<file path="config.mk">
export PLATFORM = sky130hd
export DESIGN_NAME = tl_rx_vc_data_write_ctrl
export DESIGN_NICKNAME = d
export VERILOG_FILES = /design/src/rtl/tl_rx_vc_pkg.sv /design/src/rtl/tl_rx_vc_space_calc.sv /design/src/rtl/tl_rx_vc_data_write_ctrl.sv
export SDC_FILE = /design/constraint.sdc
export NUM_CORES = 1
export LEC_CHECK = 0
export CORE_AREA = 2 2 212 214
export DETAILED_ROUTE_END_ITERATION = 12
export DIE_AREA = 0 0 214 216
export SYNTH_ARGS = -nofsm -noshare
export SYNTH_HDL_FRONTEND = slang
export SYNTH_SLANG_ARGS = --single-unit
</file>
<file path="constraint.sdc">
create_clock -name i_clk -period 2 [get_ports i_clk]
set_input_delay 0.4 -clock i_clk [delete_from_list [all_inputs] [get_ports i_clk]]
set_output_delay 0.4 -clock i_clk [all_outputs]
set_load 0.05 [all_outputs]
</file>
<file path="src/rtl/tl_rx_vc_pkg.sv">
// Shared state encoding and sizing helpers for the RX VC payload buffer write path.
// The DRAIN state only exists when TL_RX_VC_OVERFLOW_CHECK_EN is defined.
package tl_rx_vc_pkg;

  localparam int unsigned DATA_FIELD_SIZE_DFLT = 12;
  localparam int unsigned ADDRESS_SIZE         = DATA_FIELD_SIZE_DFLT - 2;
  localparam int unsigned DEPTH                = 1 << ADDRESS_SIZE;

  // Pointers carry one wrap bit above the entry address.
  function automatic int unsigned ptr_width(input int unsigned data_field_size);
    return data_field_size - 1;
  endfunction

  typedef enum logic [2:0] {
    ST_IDLE    = 3'd0,
    ST_WRITE   = 3'd1,
    ST_COMMIT  = 3'd2,
`ifdef TL_RX_VC_OVERFLOW_CHECK_EN
    ST_DISCARD = 3'd3,
    ST_DRAIN   = 3'd4
`else
    ST_DISCARD = 3'd3
`endif
  } wr_state_e;

endpackage

</file>
<file path="src/rtl/tl_rx_vc_space_calc.sv">
// Buffer occupancy from the shadow write counter and the read pointer.
module tl_rx_vc_space_calc #(
  parameter int unsigned PTR_W = 11
) (
  input  logic [PTR_W-1:0] wr_cnt,
  input  logic [PTR_W-1:0] rd_ptr,
  output logic [PTR_W-1:0] occupancy,
  output logic             full
);

  localparam int unsigned DEPTH_L = 1 << (PTR_W - 1);

  assign occupancy = wr_cnt - rd_ptr;
  assign full      = (occupancy == PTR_W'(DEPTH_L));

endmodule

</file>
<file path="src/rtl/tl_rx_vc_data_write_ctrl.sv">
// Write-side controller for the RX VC payload buffer: writes beats, commits clean TLPs, rewinds bad ones.
// Overflow detection and the DRAIN state are built only with TL_RX_VC_OVERFLOW_CHECK_EN defined.
module tl_rx_vc_data_write_ctrl
  import tl_rx_vc_pkg::*;
#(
  parameter int unsigned DW              = 32,
  parameter int unsigned DATA_FIELD_SIZE = 12,
  parameter int unsigned BUFFER_WIDTH    = 8 * DW
) (
  input  logic                       i_clk,
  input  logic                       i_n_rst,
  input  logic                       i_dll_valid,
  input  logic                       i_dll_sop,
  input  logic                       i_dll_eop,
  input  logic                       i_dll_abort,
  input  logic                       i_dll_half,
  input  logic [BUFFER_WIDTH-1:0]    i_dll_data,
  input  logic [DATA_FIELD_SIZE-2:0] i_r_data_ptr,
  output logic [BUFFER_WIDTH-1:0]    o_w_tlp_data,
  output logic                       o_w_data_en,
  output logic                       o_w_data_ptr_ld,
  output logic                       o_w_data_cntr_ld,
  output logic                       o_hdr_write_flag,
  output logic                       o_tlp_commit,
  output logic [DATA_FIELD_SIZE-2:0] o_tlp_beats,
  output logic                       o_overflow_err,
  output logic                       o_drop_err
);

  localparam int unsigned PTR_W = ptr_width(DATA_FIELD_SIZE);

  wr_state_e        state, state_nxt;
  logic [PTR_W-1:0] wr_cnt, commit_ptr, beat_cnt, beat_cnt_nxt;
  logic [PTR_W-1:0] occupancy;
  logic             full_raw;
  logic             wr_en_c, ptr_ld_c, cntr_ld_c, ovf_c, drop_c;

  tl_rx_vc_space_calc #(.PTR_W(PTR_W)) u_space_calc (
    .wr_cnt    (wr_cnt),
    .rd_ptr    (i_r_data_ptr),
    .occupancy (occupancy),
    .full      (full_raw)
  );

`ifdef TL_RX_VC_OVERFLOW_CHECK_EN
  logic unused_space;
  assign unused_space = ^occupancy;
`else
  logic unused_space;
  assign unused_space = ^{occupancy, full_raw};
`endif

  // Next state and beat-level controls
  always_comb begin
    state_nxt    = state;
    beat_cnt_nxt = beat_cnt;
    wr_en_c      = 1'b0;
    ptr_ld_c     = 1'b0;
    cntr_ld_c    = 1'b0;
    ovf_c        = 1'b0;
    drop_c       = 1'b0;
    case (state)
      ST_IDLE, ST_COMMIT: begin
        // COMMIT behaves like IDLE for the incoming beat so good TLPs stream back-to-back
        ptr_ld_c  = (state == ST_COMMIT);
        state_nxt = ST_IDLE;
        if (i_dll_valid) begin
          if (!i_dll_sop) begin
            drop_c = 1'b1;
          end else if (i_dll_eop && i_dll_abort) begin
            state_nxt = ST_DISCARD;
`ifdef TL_RX_VC_OVERFLOW_CHECK_EN
          end else if (full_raw) begin
            ovf_c     = 1'b1;
            state_nxt = i_dll_eop ? ST_DISCARD : ST_DRAIN;
`endif
          end else begin
            wr_en_c      = 1'b1;
            beat_cnt_nxt = PTR_W'(1);
            state_nxt    = i_dll_eop ? ST_COMMIT : ST_WRITE;
          end
        end
      end
      ST_WRITE: begin
        if (i_dll_valid) begin
          if (i_dll_sop) begin
            drop_c    = 1'b1;
            state_nxt = ST_DISCARD;
          end else if (i_dll_eop && i_dll_abort) begin
            state_nxt = ST_DISCARD;
`ifdef TL_RX_VC_OVERFLOW_CHECK_EN
          end else if (full_raw) begin
            ovf_c     = 1'b1;
            state_nxt = i_dll_eop ? ST_DISCARD : ST_DRAIN;
`endif
          end else begin
            wr_en_c      = 1'b1;
            beat_cnt_nxt = beat_cnt + PTR_W'(1);
            if (i_dll_eop) state_nxt = ST_COMMIT;
          end
        end
      end
      ST_DISCARD: begin
        cntr_ld_c = 1'b1;
        drop_c    = i_dll_valid;
        state_nxt = ST_IDLE;
      end
`ifdef TL_RX_VC_OVERFLOW_CHECK_EN
      ST_DRAIN: begin
        if (i_dll_valid && i_dll_eop) state_nxt = ST_DISCARD;
      end
`endif
      default: state_nxt = ST_IDLE;
    endcase
  end

  // State and shadow pointer registers; rewind takes priority over increment
  always_ff @(posedge i_clk or negedge i_n_rst) begin
    if (!i_n_rst) begin
      state      <= ST_IDLE;
      wr_cnt     <= '0;
      commit_ptr <= '0;
      beat_cnt   <= '0;
    end else begin
      state    <= state_nxt;
      beat_cnt <= beat_cnt_nxt;
      if (cntr_ld_c)    wr_cnt <= commit_ptr;
      else if (wr_en_c) wr_cnt <= wr_cnt + PTR_W'(1);
      if (ptr_ld_c)     commit_ptr <= wr_cnt;
    end
  end

  assign o_w_tlp_data     = i_dll_data;
  assign o_w_data_en      = wr_en_c;
  assign o_w_data_ptr_ld  = ptr_ld_c;
  assign o_w_data_cntr_ld = cntr_ld_c;
  assign o_hdr_write_flag = wr_en_c & i_dll_sop & i_dll_half;
  assign o_tlp_commit     = ptr_ld_c;
  assign o_tlp_beats      = ptr_ld_c ? beat_cnt : '0;
  assign o_overflow_err   = ovf_c;
  assign o_drop_err       = drop_c;

endmodule

</file>
==> flow_summary.ini, run 1 <==
[global_route]
grt_use_total_pct = 5.71
grt_pass1_wl_um = 17100
grt_max_degree = 14
grt_pass1_vias = 1400
antenna_found_initial = 0
overflow = 0

[yosys]
synthFlopType = dfrtp_1
synthArstFlopShare_pct = 100
synthDistinctLibCells = 37
synth_edf_count = 0
synth.area.top_cells = buf_4 69%, dfrtp_1 12%, and2_1 2.2%, o21ai_0 2.0%, o31ai_1 1.3%
yosys-top-cells-count = 259 x buf_4, 13 x dfrtp_1, 11 x o21ai_0
postSynthAreaPerCell_um2 = 7.86
synth_top_area_share_pct = 69.1
ys_warn_count = 0
synth_nets = 634
synth_top_area_cell = buf_4
synth.yosys.seq_area_share_pct = 11.6
synth_seq_cells = 13
synth_area_um2 = 2820
yosysMostFrequentCell = buf_4
synthCells = 358

[finish]
layout.nets = 416
drive_gt1_share_pct = 35.3
final_cells = 731
finalInstanceArea_um2 = 2230
syn2layout_area_growth_pct = -20.8
n_antenna_cell = 0

[cts]
clock_sinks = 13
root_buffer = clkbuf_16
cts.path.max_buffers = 2
clkTransAtPathRegs_ns = 0.05
tritoncts = yes
cts_max_level = 1
hold_buffers = 0
clk_latency_ns = 0.24
cts_buffers = 3

[timing]
hold_viol = 0
skew_ns = 0.00733
holdWs_ns = 0.500
rsz0062_at_grt = false
relSlewSlack_pct = 57.3
post-route-period-util_pct = 96.9
tightest_slew_ns = 0.639
fin_crit_ns = 1.94
final_max_slew_viol_count = 0
setup_viol = 0
fmax_mhz = 516

[place]
dp.cells = 726
gp_congestion = 0.616
io_buffer_count = 23
hpwlAfterDp_um = 12800
placed_area_um2 = 2100

[power_and_ir_drop]
leakagePower_uw = 0.000665
totalPowerFinal_uw = 1580
vdd_ir_drop_max_v = 0.000253
cellPowerDensity_nw_per_um2 = 708

[setup_path]
critPathKind = flip-flop to output port
crit_fanout = 4
cp.arrival_ns = 1.54
worst_ep_required_time_ns = 1.60
reg2regPathDepth = 6
critPathLaunchType = flip-flop
endpoint_kind = output port

[floorplanning]
die_h_um = 216
pin_count = 548
dieArea_um2 = 46200
rows = 77
core_um2 = 43800
start_util_pct = 6.42
die-width_um = 214

[run_status]
outcome = finished clean

[flow_run]
drv_cap = 0

[detailed_routing]
via_count = 1331
drc = 0
routed_wl_um = 14200
first_pass_iters = 4
drtIter0Drc = 67
routedWlPerCell_um = 19.4
ant_nets = 0
vias_per_cell = 1.82

[hold_path]
hold_depth = 1
min_path_type = flip-flop to flip-flop
-- logic make-up (layout without fill, tap and decap cells) --
| logic type | Yosys count | in the layout | synth area share [%] |
|---|---|---|---|
| buffers and inverters | 268 | 49 | 71.0 |
| other | 1 | 1 | 0.133 |
| and+or+nand+nor | 43 | 43 | 9.02 |
| AOI/OAI and AO/OA | 30 | 30 | 7.02 |
| adders and majority gates | 2 | 2 | 0.889 |
| muxes | 1 | 1 | 0.356 |
| DFF | 13 | 13 | 11.6 |
-- cells in the final DEF, fill, tap and decap left out, drive strengths merged, types with 3 or more instances in the layout --
| cell type | netlist | routed |
|---|---|---|
| buf | 261 | 34 |
| nand3 | 5 | 5 |
| o21ai | 12 | 12 |
| nand4 | 3 | 3 |
| nor2 | 4 | 4 |
| inv | 5 | 5 |
| nand2 | 8 | 8 |
| dfrtp | 13 | 13 |
| o31ai | 5 | 5 |
| and2 | 11 | 11 |
| a21oi | 4 | 4 |
| clkbuf | 2 | 4 |
| a21boi | 3 | 3 |
-- registers in the layout (all words and copies together) (netlist names) --
signal	flops
beat_cnt	11
state	2
-- power breakdown --
group | internal, uW | switching, uW | total [uW]
clock network | 269 | 112 | 382
registers | 311 | 60.1 | 371
logic | 371 | 455 | 826
-- worst max-delay path, stage by stage, from the launching register on --
cell and delay [ns]:
dfrtp_1 0.42, buf_6 0.13, and2b_2 0.22, o21a_1 0.19, and3_4 0.19, buf_12 0.14
-- metal layers --
metal  track usage (%)  vias to the layer above  wire length, um
met5                 0                        -                0
met4              3.24                        0              841
met3              8.57                       90             4530
met2              9.71                      298             6910
met1              2.21                      508             1880
li1                  -                      435                -
-- metrics by stage --
step	setup TNS [ns]	utilization [%]	setup slack [ns]
floorplan	-0.0905	-	-0.0905
global placement	-0.251	4.78	-0.128
detailed placement	-0.512	4.78	-0.133
CTS	0	5.00	0.00965
global route	0	5.08	0.0106
finish	0	5.08	0.0616
-- final timing paths --
kind | from | to | slack (ns)
min in group asynchronous | i_n_rst | beat_cnt[1]$_DFFE_PN0P_ | 0.56
max | state[0]$_DFFE_PN0P_ | o_hdr_write_flag | 0.06
max reg2reg | state[0]$_DFFE_PN0P_ | beat_cnt[6]$_DFFE_PN0P_ | 0.34
min | beat_cnt[10]$_DFFE_PN0P_ | beat_cnt[10]$_DFFE_PN0P_ | 0.50
max in group asynchronous | i_n_rst | beat_cnt[10]$_DFFE_PN0P_ | 1.03
min reg2reg | beat_cnt[10]$_DFFE_PN0P_ | beat_cnt[10]$_DFFE_PN0P_ | 0.50
-- layout make-up --
| type | count | area (um^2) |
|---|---|---|
| clock buffers | 4 | 78.8 |
| repair buffers | 40 | 526 |
| multi-input cells | 77 | 527 |
| fillers | 5172 | 41600 |
| flip-flops and latches | 13 | 325 |
| well taps | 592 | 741 |
| inverters | 5 | 31.3 |
-- timing repair --
action,4_1_cts,5_1_grt
endpoints found under the hold margin,0,0
setup buffers,0,1
setup endpoints to repair,10,9
gates cloned,0,0
pin swaps,0,2
resized for setup,7,6
(Power assumes the default switching activity.)
==> inputs of run 2 (changes only) <==
CELL_PAD_IN_SITES_DETAIL_PLACEMENT = 0   (was default)
CELL_PAD_IN_SITES_GLOBAL_PLACEMENT = 1   (was default)
HOLD_SLACK_MARGIN = 0.03   (was default)
PLACE_DENSITY_LB_ADDON = 0.1   (was default)
==> run 2 against run 1 <==
- via count is 8.1% lower
- largest cell class unchanged
- worst setup slack better by 0.022 ns
- critical path type unchanged
- fmax increased by 1.1%
- largest power group unchanged
- sequential power about the same
- global-route usage down 2.2 points
- cell count increased by 0.68%
- worst hold slack worse by 0.016 ns
- design area is 3.2% higher
- first-iteration DRC count up 9.0%
==> flow_summary.ini, run 2 (same netlist as run 1, synthesis figures left out) <==
[finish]
finalInstanceArea_um2 = 2300
regArea_um2 = 325
final_cell_mix = 19 x buf_12, 19 x buf_4, 13 x dfrtp_1
fill_cells = 5140
top_register = beat_cnt
final_util_pct = 5.25
largest_register_ffs = 11
multiInputGateArea_um2 = 534
n_antenna_cell = 0
syn2layout_area_growth_pct = -18.3
drive_gt1_share_pct = 39.6
reg_top3 = beat_cnt (11), state (2)
layout.nets = 421

[setup_path]
critPathLaunchType = flip-flop
worst_ep_required_time_ns = 1.60
reg2regPathDepth = 7
crit_start = state[0]$_DFFE_PN0P_
r2r_start = state[0]$_DFFE_PN0P_
crit_fanout = 4
worstReg2RegEnd = beat_cnt[10]$_DFFE_PN0P_
endpoint_kind = output port
r2r_setup_slack_ns = 0.44
critPathKind = flip-flop to output port
cp.arrival_ns = 1.52

[timing]
fin_crit_ns = 1.92
post-route-period-util_pct = 95.8
skew_ns = 0.00448
hold_viol = 0
rsz0062_at_grt = false
holdWs_ns = 0.484
final_max_slew_viol_count = 0
tns_ns = 0
fmax_mhz = 522
setup_viol = 0

[floorplanning]
die-width_um = 214
dieArea_um2 = 46200
die_h_um = 216
core_um2 = 43800
rows = 77
start_util_pct = 6.42
pin_count = 548

[cts]
clock_sinks = 13
cts_max_level = 1
tritoncts = yes
root_buffer = clkbuf_16
clkTransAtPathRegs_ns = 0.05
cts_buffers = 3
clk_latency_ns = 0.25
cts.path.max_buffers = 2
hold_buffers = 0

[detailed_routing]
routed_wl_um = 8520
drtIter0Drc = 73
via_count = 1223
first_pass_iters = 4
routedWlPerCell_um = 11.6
vias_per_cell = 1.66
ant_nets = 0
drc = 0

[power_and_ir_drop]
vdd_ir_drop_max_v = 0.000218
leakagePower_uw = 0.000693
cellPowerDensity_nw_per_um2 = 737

[hold_path]
min_path_type = flip-flop to flip-flop
worstHoldStart = beat_cnt[10]$_DFFE_PN0P_
holdPathEnd = beat_cnt[10]$_DFFE_PN0P_
hold_depth = 1

[global_route]
grt_use_total_pct = 3.47
grt_max_degree = 14
grt_pass1_vias = 1313
overflow = 0
antenna_found_initial = 2
grt_pass1_wl_um = 11300

[place]
hpwlAfterDp_um = 7090
placed_area_um2 = 2180
gp_congestion = 0.577
io_buffer_count = 23

[run_status]
outcome = finished clean

[flow_run]
drv_cap = 0
-- run 2: cell types whose count changed in the layout (fill, tap and decap cells not counted) --
cell | previous run | this run
and2_1 | 10 | 8
nor2_2 | 0 | 2
buf_6 | 2 | 1
a21boi_4 | 1 | 2
dlygate4sd2_1 | 2 | 4
nor2_4 | 1 | 0
dlymetal6s2s_1 | 2 | 0
and2_2 | 1 | 3
buf_12 | 16 | 19
buf_4 | 16 | 19
a21boi_2 | 1 | 0
nor2_1 | 3 | 2
-- run 2: worst max-delay path by stage --
stage / to
finish: o_hdr_write_flag
global route: o_hdr_write_flag
CTS: o_hdr_write_flag
detailed placement: o_drop_err
global placement: o_drop_err
floorplan: o_drop_err
-- run 2: metrics by stage --
step	power, uW	setup slack, ns	std cells
final	1690	0.0836	736
after global routing	1820	0.00177	736
after CTS	1770	0.0142	735
after detailed placement	1280	-0.282	730
after global placement	1290	-0.288	730
after floorplan	2170	-0.0905	358
-- run 2: what timing repair did --
action / in CTS / in global routing
resized for setup: 13 / 1
setup endpoints to repair: 5 / 2
buffers inserted: 2 / 2
pin swaps: 2 / 3
-- run 2: power breakdown --
part           total [uW]  switching [uW]  internal (uW)
clock                 411             140            271
sequential            371            60.5            310
combinational         913             494            419
total                1690             694           1000
-- run 2: layout make-up --
class / count / share of cell area [%]
Tap cell: 592 / 32.2
Timing Repair Buffer: 45 / 25.6
Multi-Input combinational cell: 77 / 23.2
Sequential cell: 13 / 14.1
Clock buffer: 4 / 3.43
Inverter: 5 / 1.36
-- run 2: per-layer routing --
metal / share of wire (%) / GRT usage (%) / wire (um)
met2: 44 / 4.96 / 3740
met3: 19 / 3.10 / 1590
met4: 8.1 / 2.84 / 690
met1: 29 / 3.03 / 2460
met5: 0.31 / 0 / 26
-- run 2: worst max-delay path: stages, from the launching register on --
cell     delay (ns)
dfrtp_1        0.40
buf_6          0.13
and2b_2        0.22
o21a_1         0.20
and3_4         0.18
buf_12         0.14
